==> config.mk <==
export PLATFORM = sky130hd
export DESIGN_NAME = chacha_poly1305_seq
export DESIGN_NICKNAME = d
export VERILOG_FILES = /design/src/rtl/chacha_poly1305_seq.sv
export SDC_FILE = /design/constraint.sdc
export NUM_CORES = 1
export LEC_CHECK = 0
export BUFFER_PORTS_ARGS = -buffer_cell sky130_fd_sc_hd__buf_2
export CAP_MARGIN = 0
export CORE_AREA = 2 2 333 335
export DETAILED_ROUTE_END_ITERATION = 10
export DIE_AREA = 0 0 335 337
export SLEW_MARGIN = 10
export SYNTH_ARGS = -nofsm -noshare
export SYNTH_HDL_FRONTEND = slang
export SYNTH_SLANG_ARGS = --single-unit
==> constraint.sdc <==
create_clock -name clk -period 2.3 [get_ports clk]
set_clock_uncertainty 0.15 [all_clocks]
set_input_delay 0.115 -clock clk [delete_from_list [all_inputs] [get_ports clk]]
set_output_delay 0.115 -clock clk [all_outputs]
set_load 0.05 [all_outputs]
==> src/rtl/chacha_poly1305_seq.sv <==
// chacha_poly1305_seq: sequencer for the ChaCha20-Poly1305 MAC engine.
// It runs one AAD block, N payload blocks and one length block. Only one block is
// outstanding in the engine at any time.
//
// Ports:
//   clk, rst_n                 clock, asynchronous active-low reset
//   cmd_start/aad/pld_bytes    command strobe and byte counts (sampled only in IDLE)
//   in_valid/in_data/in_ready  128-bit host word stream (AAD word first, then payload)
//   eng_start                  1-cycle start pulse to the engine
//   eng_aad_* / eng_pld_*      block valid/data/keep out; ready and done pulse in
//   eng_len_*                  length block valid/data out; ready and lens_done in
//   eng_tag, eng_tag_valid     tag from the engine
//   busy, tag_out, tag_valid   status, captured tag, and tag update pulse
//   err                        1-cycle pulse on an illegal command (or watchdog timeout)
//
// Optional feature: define SEQ_TIMEOUT_EN to enable a per-wait-state watchdog of
// TIMEOUT_CYC cycles.
module chacha_poly1305_seq #(
  parameter int unsigned PLD_LEN_W   = 32,
  parameter int unsigned TIMEOUT_CYC = 1024
) (
  input  logic                 clk,
  input  logic                 rst_n,
  input  logic                 cmd_start,
  input  logic [4:0]           cmd_aad_bytes,
  input  logic [PLD_LEN_W-1:0] cmd_pld_bytes,
  input  logic                 in_valid,
  input  logic [127:0]         in_data,
  output logic                 in_ready,
  output logic                 eng_start,
  output logic                 eng_aad_valid,
  output logic [127:0]         eng_aad_data,
  output logic [15:0]          eng_aad_keep,
  input  logic                 eng_aad_ready,
  input  logic                 eng_aad_done,
  output logic                 eng_pld_valid,
  output logic [127:0]         eng_pld_data,
  output logic [15:0]          eng_pld_keep,
  input  logic                 eng_pld_ready,
  input  logic                 eng_pld_done,
  output logic                 eng_len_valid,
  output logic [127:0]         eng_len_block,
  input  logic                 eng_len_ready,
  input  logic                 eng_lens_done,
  input  logic [127:0]         eng_tag,
  input  logic                 eng_tag_valid,
  output logic                 busy,
  output logic [127:0]         tag_out,
  output logic                 tag_valid,
  output logic                 err
);

  typedef enum logic [3:0] {
    StIdle, StStart, StAadGet, StAadIss, StAadWt, StPldGet, StPldIss, StPldWt,
    StLenIss, StLenWt, StTagWt
  } state_e;

  state_e                 state_q, state_d;
  logic [4:0]             aad_q, aad_d;
  logic [PLD_LEN_W-1:0]   pld_q, pld_d, blk_q, blk_d;
  logic [127:0]           hold_q, hold_d, tag_q, tag_d;
  logic [15:0]            keep_q, keep_d, aad_keep, pld_keep;
  logic                   in_ready_q, in_ready_d, start_q, start_d, busy_q, busy_d;
  logic                   aad_valid_q, aad_valid_d, pld_valid_q, pld_valid_d;
  logic                   len_valid_q, len_valid_d, tag_valid_q, tag_valid_d, err_q, err_d;
  logic                   hs_in;

`ifdef SEQ_TIMEOUT_EN
  localparam int unsigned CntW = $clog2(TIMEOUT_CYC + 1);
  logic [CntW-1:0] cnt_q, cnt_d;
  logic            timed;
`endif

  // Zero every byte lane whose keep bit is clear.
  function automatic logic [127:0] mask_data(input logic [127:0] d, input logic [15:0] k);
    for (int i = 0; i < 16; i++) mask_data[i*8 +: 8] = k[i] ? d[i*8 +: 8] : 8'h00;
  endfunction

  assign hs_in    = in_valid & in_ready_q;
  assign aad_keep = 16'hFFFF >> (5'd16 - aad_q);

  // Only the final payload block (blk_left == 1) can be partial.
  always_comb begin
    pld_keep = 16'hFFFF;
    if (blk_q == PLD_LEN_W'(1) && pld_q[3:0] != 4'd0) begin
      pld_keep = 16'hFFFF >> (5'd16 - {1'b0, pld_q[3:0]});
    end
  end

  always_comb begin
    state_d     = state_q;
    aad_d       = aad_q;
    pld_d       = pld_q;
    blk_d       = blk_q;
    hold_d      = hold_q;
    keep_d      = keep_q;
    busy_d      = busy_q;
    tag_d       = tag_q;
    tag_valid_d = 1'b0;
    err_d       = 1'b0;
    start_d     = 1'b0;
    in_ready_d  = 1'b0;
    aad_valid_d = 1'b0;
    pld_valid_d = 1'b0;
    len_valid_d = 1'b0;
    unique case (state_q)
      StIdle: begin
        if (cmd_start) begin
          if (cmd_aad_bytes != 5'd0 && cmd_aad_bytes <= 5'd16) begin
            aad_d   = cmd_aad_bytes;
            pld_d   = cmd_pld_bytes;
            blk_d   = (cmd_pld_bytes >> 4) + PLD_LEN_W'(|cmd_pld_bytes[3:0]);
            busy_d  = 1'b1;
            state_d = StStart;
          end else begin
            err_d = 1'b1;
          end
        end
      end
      StStart: begin
        start_d = 1'b1;
        state_d = StAadGet;
      end
      StAadGet, StPldGet: begin
        // in_ready is registered, so it rises one cycle after entering and drops on accept.
        in_ready_d = ~hs_in;
        if (hs_in) begin
          keep_d  = (state_q == StAadGet) ? aad_keep : pld_keep;
          hold_d  = mask_data(in_data, keep_d);
          state_d = (state_q == StAadGet) ? StAadIss : StPldIss;
        end
      end
      StAadIss: begin
        if (aad_valid_q && eng_aad_ready) state_d = StAadWt;
        else aad_valid_d = 1'b1;
      end
      StAadWt: begin
        if (eng_aad_done) state_d = (blk_q == '0) ? StLenIss : StPldGet;
      end
      StPldIss: begin
        if (pld_valid_q && eng_pld_ready) state_d = StPldWt;
        else pld_valid_d = 1'b1;
      end
      StPldWt: begin
        if (eng_pld_done) begin
          blk_d   = blk_q - PLD_LEN_W'(1);
          state_d = (blk_q == PLD_LEN_W'(1)) ? StLenIss : StPldGet;
        end
      end
      StLenIss: begin
        if (len_valid_q && eng_len_ready) state_d = StLenWt;
        else len_valid_d = 1'b1;
      end
      StLenWt: begin
        if (eng_lens_done) state_d = StTagWt;
      end
      StTagWt: begin
        if (eng_tag_valid) begin
          tag_d       = eng_tag;
          tag_valid_d = 1'b1;
          busy_d      = 1'b0;
          state_d     = StIdle;
        end
      end
      default: state_d = StIdle;
    endcase

`ifdef SEQ_TIMEOUT_EN
    timed = state_q inside {StAadIss, StAadWt, StPldIss, StPldWt, StLenIss, StLenWt, StTagWt};
    if (timed && state_d == state_q && cnt_q == CntW'(TIMEOUT_CYC - 1)) begin
      state_d     = StIdle;
      err_d       = 1'b1;
      busy_d      = 1'b0;
      aad_valid_d = 1'b0;
      pld_valid_d = 1'b0;
      len_valid_d = 1'b0;
    end
    // Counter restarts whenever a timed state is (re)entered.
    cnt_d = (timed && state_d == state_q) ? cnt_q + CntW'(1) : '0;
`endif
  end

  always_ff @(posedge clk or negedge rst_n) begin
    if (!rst_n) begin
      state_q     <= StIdle;
      aad_q       <= '0;
      pld_q       <= '0;
      blk_q       <= '0;
      hold_q      <= '0;
      keep_q      <= '0;
      busy_q      <= 1'b0;
      tag_q       <= '0;
      tag_valid_q <= 1'b0;
      err_q       <= 1'b0;
      start_q     <= 1'b0;
      in_ready_q  <= 1'b0;
      aad_valid_q <= 1'b0;
      pld_valid_q <= 1'b0;
      len_valid_q <= 1'b0;
`ifdef SEQ_TIMEOUT_EN
      cnt_q       <= '0;
`endif
    end else begin
      state_q     <= state_d;
      aad_q       <= aad_d;
      pld_q       <= pld_d;
      blk_q       <= blk_d;
      hold_q      <= hold_d;
      keep_q      <= keep_d;
      busy_q      <= busy_d;
      tag_q       <= tag_d;
      tag_valid_q <= tag_valid_d;
      err_q       <= err_d;
      start_q     <= start_d;
      in_ready_q  <= in_ready_d;
      aad_valid_q <= aad_valid_d;
      pld_valid_q <= pld_valid_d;
      len_valid_q <= len_valid_d;
`ifdef SEQ_TIMEOUT_EN
      cnt_q       <= cnt_d;
`endif
    end
  end

  assign in_ready      = in_ready_q;
  assign eng_start     = start_q;
  assign eng_aad_valid = aad_valid_q;
  assign eng_aad_data  = hold_q;
  assign eng_aad_keep  = keep_q;
  assign eng_pld_valid = pld_valid_q;
  assign eng_pld_data  = hold_q;
  assign eng_pld_keep  = keep_q;
  assign eng_len_valid = len_valid_q;
  // Little-endian Poly1305 length block: AAD length low, payload length high.
  assign eng_len_block = {64'(pld_q), 64'(aad_q)};
  assign busy          = busy_q;
  assign tag_out       = tag_q;
  assign tag_valid     = tag_valid_q;
  assign err           = err_q;

endmodule

# After elaboration in Yosys (flattened, before gate mapping)
# Index checks and enable logic that the tools add are counted.
[op_classes] add_sub_neg=4 magnitude_cmp=1 n_eq_ne=21 n_shift=2 muxes=53 bitwise_logic=2 n_reduce_logical=19
[ops] op="2-to-1 mux 8 bit" count=16
[ops] op="2-to-1 mux 32 bit" count=3
[ops] op="one-hot mux 32 bit (2 select lines)" count=1
[ops] op="2-to-1 mux 4 bit" count=12
[ops] op="one-hot mux 4 bit (10 select lines)" count=1
[ops] op="equality test 32 x 1 -> 1 bit, second input constant" count=1
[ops] op="logical NOT 32 bit" count=1
[ops] op="2-to-1 mux 16 bit" count=2
[ops] op=">> shifter 16 x 5 -> 16 bit, first input constant" count=2
[ops] op="subtractor 32 x 1 -> 32 bit, second input constant" count=1
[ops] op="adder 28 x 1 -> 29 bit" count=1
[ops] op="inequality test 2 bit, second input constant" count=10
[ops] op="equality test 4 x 3 -> 1 bit, second input constant" count=4
[ops] op="2-to-1 mux 1 bit" count=16
[ops] op="equality test 4 bit, second input constant" count=3
[ops] op="AND reduction 10 bit" count=1
[ops] op="equality test 4 x 2 -> 1 bit, second input constant" count=2
[ops] op="AND reduction 4 bit" count=2
[ops] op="less-or-equal comparator 5 bit, second input constant" count=1
[ops] op="logical AND 1 bit" count=5
[ops] op="nonzero test 5 bit" count=1
[ops] op="subtractor 5 x 4 -> 5 bit, first input constant" count=1
[ops] op="subtractor 5 bit, first input constant" count=1
[ops] op="equality test 4 x 1 -> 1 bit, second input constant" count=1
[ops] op="other kinds (11)" count=13
[totals] ff_bits=353 in_bits=304 output_inout_bits=552 wordCells=117

# Logic depth before layout (Yosys ltp)
[depth] ltp_word=5 depth_mapped=9 ltp_nobuf=9

# Worst setup path after synthesis
# OpenSTA, ideal clock, no wires.
[synth_timing] path_kind="register -> register" startpoint="register aad_q[0]" endpoint="register hold_q[10] (netlist: eng_aad_data[10])" t_arrival_ns=2.285 required_time_ns=2.029 slack_ns=-0.256 stages_incl_launch_ff=10 n_path_buf=0 synth_period_minus_slack_ns=2.556 path_cell_list="dfrtp_1 -> inv_1 -> ha_1 -> inv_1 -> ha_1 -> nor3_1 -> a21oi_1 -> o21ai_0 -> a31oi_4 -> a22o_1"
[synth_between] elab_chain_len=4
[synth_lines] item="from (decl)" line_no="59" rtl="logic [4:0] aad_q, aad_d;"
[synth_lines] item="from (signal assigned)" line_no="186" rtl="aad_q <= '0;"
[synth_lines] item="from (signal assigned)" line_no="205" rtl="aad_q <= aad_d;"
[synth_lines] item="subtractor 5 bit" line_no="80" rtl="assign aad_keep = 16'hFFFF >> (5'd16 - aad_q);"
[synth_lines] item=">> shifter 16 x 5 -> 16 bit" line_no="80"
[synth_lines] item="2-to-1 mux 16 bit" line_no="128" rtl="keep_d = (state_q == StAadGet) ? aad_keep : pld_keep;"
[synth_lines] item="2-to-1 mux 8 bit" line_no="76" rtl="for (int i = 0; i < 16; i++) mask_data[i*8 +: 8] = k[i] ? d[i*8 +: 8] : 8'h00;"
[synth_lines] item="to (signal assigned)" line_no="208" rtl="hold_q <= hold_d;"
[synth_lines] item="to (decl)" line_no="61" rtl="logic [127:0] hold_q, hold_d, tag_q, tag_d;"
# No other way between the ends.
# A chain may end at the register's enable or synchronous reset.

# Worst setup path in the final report
[layout_timing] startpoint="register blk_q[30]" endpoint="register hold_q[12] (netlist: eng_aad_data[12])"
[layout_between] elab_chain_len=5
[layout_lines] item="from (decl)" line_no="60" rtl="logic [PLD_LEN_W-1:0] pld_q, pld_d, blk_q, blk_d;"
[layout_lines] item="from (signal assigned)" line_no="207" rtl="blk_q <= blk_d;"
[layout_lines] item="equality test 32 x 1 -> 1 bit" line_no="85" rtl="if (blk_q == PLD_LEN_W'(1) && pld_q[3:0] != 4'd0) begin"
[layout_lines] item="logical AND 1 bit" line_no="85"
[layout_lines] item="2-to-1 mux 16 bit" line_no="85"
[layout_lines] item="2-to-1 mux 16 bit" line_no="128"
[layout_lines] item="2-to-1 mux 8 bit" line_no="76"
# No other way between the ends.

==> impl_metrics.ini <==
[sta]
hold_viol = 1
setup_violations = 144
period_share = 1.170
timing.setup.tns_ps = -40840
fin_crit_ps = 2691
setup_ws_ps = -391.2
whs_ps = -9.049
slew_viol_final = 0
slew_headroom = 0.6195
tightest_slew_ps = 569.0
rsz0062_at_grt = yes
fmax_ghz = 0.3716

[floorplan]
die-area_mm2 = 0.1129
io_pins = 856
die_h_um = 337
core_area_mm2 = 0.1096
floorplan.initialDensity = 0.1519
placementRows = 122
die_x_um = 335

[yosys]
yosysMostFrequentCell = nand2_1
synth_warnings = 0
synth_area_leaders = dfrtp_1 (53%), nand2_1 (12%), buf_4 (11%), a22o_1 (6.8%), o21ai_0 (1.6%)
netlist_area_mm2 = 0.01665
avgSynthCellArea_um2 = 9.671
yosys.cell_types.count = 65
synth-edff-count = 0
syn_inst = 1722
synth_seq_area_share = 0.5304
yosys_register_bits = 353
synth-async-reset-ratio = 1.000
post-synth-top-area-cell = dfrtp_1
synth_top_area_frac = 0.5304
synth_flop_cell = dfrtp_1
synth_common_cells = nand2_1 (520), dfrtp_1 (353), buf_4 (235)

[power_and_ir_drop]
vdd_drop_max_uv = 977.3
combPwrFrac = 0.564
p_int_mw = 17.98
power_frac_clock = 0.178
p_sw_mw = 20.32
swShare = 0.5306
powerDensity_mw_per_mm2 = 1370
leakagePower_nw = 14.30
p_seq_frac = 0.259

[global_routing]
first_global_vias = 16380
grt_pass1_wl_um = 113800
grt_max_degree = 87
antenna_found_initial = 21
grt_use_total = 0.1373
overflow = 0

[detailed_routing]
ant_nets = 0
viasPerCell = 3.922
drc = 0
drt_iter0_markers = 988
detail_route.wl_per_cell_um = 19.33
first_pass_iters = 5
totalWireLength_um = 83330
vias = 16900

[setup_path]
worst_ep_required_time_ps = 2630
end_kind = flop
worstSetupStartpointType = flop
rr_endpoint = eng_aad_data[12]
crit_arrival_ps = 3020
ff2ff_setup_slack_ps = -390
rr_startpoint = blk_q[30]
path_max_fanout = 8
worst_r2r_path_depth = 8
path_class = flop to flop

[layout]
final-seq-area_mm2 = 0.008841
fillers = 11610
multiInputGateArea_mm2 = 0.006571
fin_util = 0.2550
areaGrowthSynthToFinish_pct = 67.83
fin_cells = 4310
nets = 3157
drive_gt1_frac = 0.4079

[clocking]
cts_tree = built
clockRootBuffer = clkbuf_16
insertion_delay_ps = 590
cts-buffers-inserted = 43
clock_path_buffers = 3
clock-sinks = 353
cts-htree-levels = 2
clkTransAtPathRegs_ps = 60

[outcome]
status = finished, violations left
violations = hold timing, setup timing

[worst_hold_path]
holdPathEnd = blk_q[0]
hold_start = cmd_pld_bytes[0]
min_path_type = input port to flop
holdPathStages = 6

[placement]
place_inst = 3869
hpwl_um = 60620
io_buffers = 764
globalplace.congestion = 0.8603

[flow_run]
timing.max_cap.violations = 0
how the worst max path moves through the flow:
stage                                  end  cells past startpoint  slack (ps)       start
after global placement    eng_aad_data[97]                      7        -440  state_q[0]
after floorplan           eng_aad_data[10]                      7         -80    blk_q[5]
after detailed placement  eng_aad_data[97]                      7        -480  state_q[0]
after CTS                 eng_aad_data[97]                      7        -380   blk_q[30]
final                     eng_aad_data[12]                      8        -390   blk_q[30]
after global routing      eng_aad_data[12]                      8        -500   blk_q[30]
sequential cells by signal, indices dropped and copies added (netlist names):
| name | cells |
|---|---|
| aad_q | 5 |
| eng_pld_valid | 1 |
| blk_q | 32 |
| eng_len_valid | 1 |
| err | 1 |
| state_q | 4 |
| eng_aad_keep | 16 |
| eng_aad_valid | 1 |
| busy | 1 |
| in_ready | 1 |
| eng_start | 1 |
| pld_q | 32 |
| tag_valid | 1 |
| tag_out | 128 |
| eng_aad_data | 128 |
layout by cell type (no fill, tap or decap), types with 6 or more instances in the layout:
master         Yosys  routed
buf_2             14     763
nand2_1          520     502
dfrtp_1          353     347
dlygate4sd3_1      0     301
buf_4            235     160
a22o_1           129     129
conb_1             1      91
clkbuf_16          0      45
o21ai_0           54      41
a21oi_1           45      39
nor2_1            40      36
buf_12             0      26
xor2_1            23      22
buf_6              0      22
nor3_1            23      21
nand3_1           19      19
nand2_2            0      18
a21o_1            17      17
inv_1             15      12
diode_2            0      11
nand4_1           11      11
buf_16             0      11
o21ai_1            2      10
and3_1             9       9
ha_1              11       9
clkinv_2           0       9
buf_8              0       9
nor2_4             0       8
xnor2_1            8       8
nor4_4             3       7
nor4_1            14       7
a21oi_4            0       7
nand2b_1          10       6
dfrtp_2            0       6
clkbuf_8           0       6
clkbuf_1          62       6
power by group through the flow:
stage / combinational (mW) / sequential, mW / clock, mW
2_1_floorplan: 9.98 / 15.3 / 0
3_3_place_gp: 20.0 / 9.89 / 0
3_5_place_dp: 20.1 / 9.94 / 0
4_1_cts: 21.1 / 9.86 / 7.06
5_1_grt: 22.6 / 10.1 / 7.28
6_report: 21.6 / 9.90 / 6.82
logic make-up after synthesis:
logic type	count (synthesis)	synth area share
other	1	0.0002252
AOI/OAI and AO/OA	295	0.1297
buffers and inverters	326	0.1275
and+or+nand+nor	704	0.1870
DFF	353	0.5304
muxes	1	0.0006011
xor gates and xnor gates	31	0.01630
adders and majority gates	11	0.008264
worst max-delay path, stage by stage (launching register included):
cell     delay, ps
dfrtp_1        390
nor4_2         260
buf_4          150
nand4_1        200
or4_4          720
nor2_8         150
buf_12         150
a31oi_4        160
a22o_1         220
area by class of cell:
class,count,share of cell area
well taps,1426,0.06384
multi-input cells,1135,0.2351
flip-flops and latches,353,0.3163
clock buffers,55,0.04226
diodes,11,0.0009849
clock inverters,21,0.006670
repair buffers,1294,0.3323
inverters,15,0.002462
per-stage QoR:
stage	cell area, um^2	setup slack (ps)	power, mW
after global routing	27940	-504.5	40.02
after CTS	27420	-380.2	38.01
after floorplan	17090	-81.54	25.23
after global placement	22170	-442.4	29.89
after detailed placement	22170	-481.2	30.03
final	27950	-391.2	38.30
repair_timing:
action	4_1_cts	5_1_grt
setup endpoints to repair	301	304
gates cloned	14	2
pin swaps	13	46
endpoints found under the hold margin	683	2
hold buffers	302	2
setup buffers	21	22
gates resized for setup	78	97
routing by layer:
metal / vias to the layer above / wire [um] / GRT usage / share of wire
met5: - / 111 / 0 / 0.0013
li1: 7780 / - / - / -
met2: 691 / 40720 / 0.2299 / 0.49
met3: 132 / 6249 / 0.03882 / 0.075
met1: 8285 / 33610 / 0.1675 / 0.40
met4: 16 / 2633 / 0.05009 / 0.032
No activity file was read; power rests on OpenSTA's default activity.
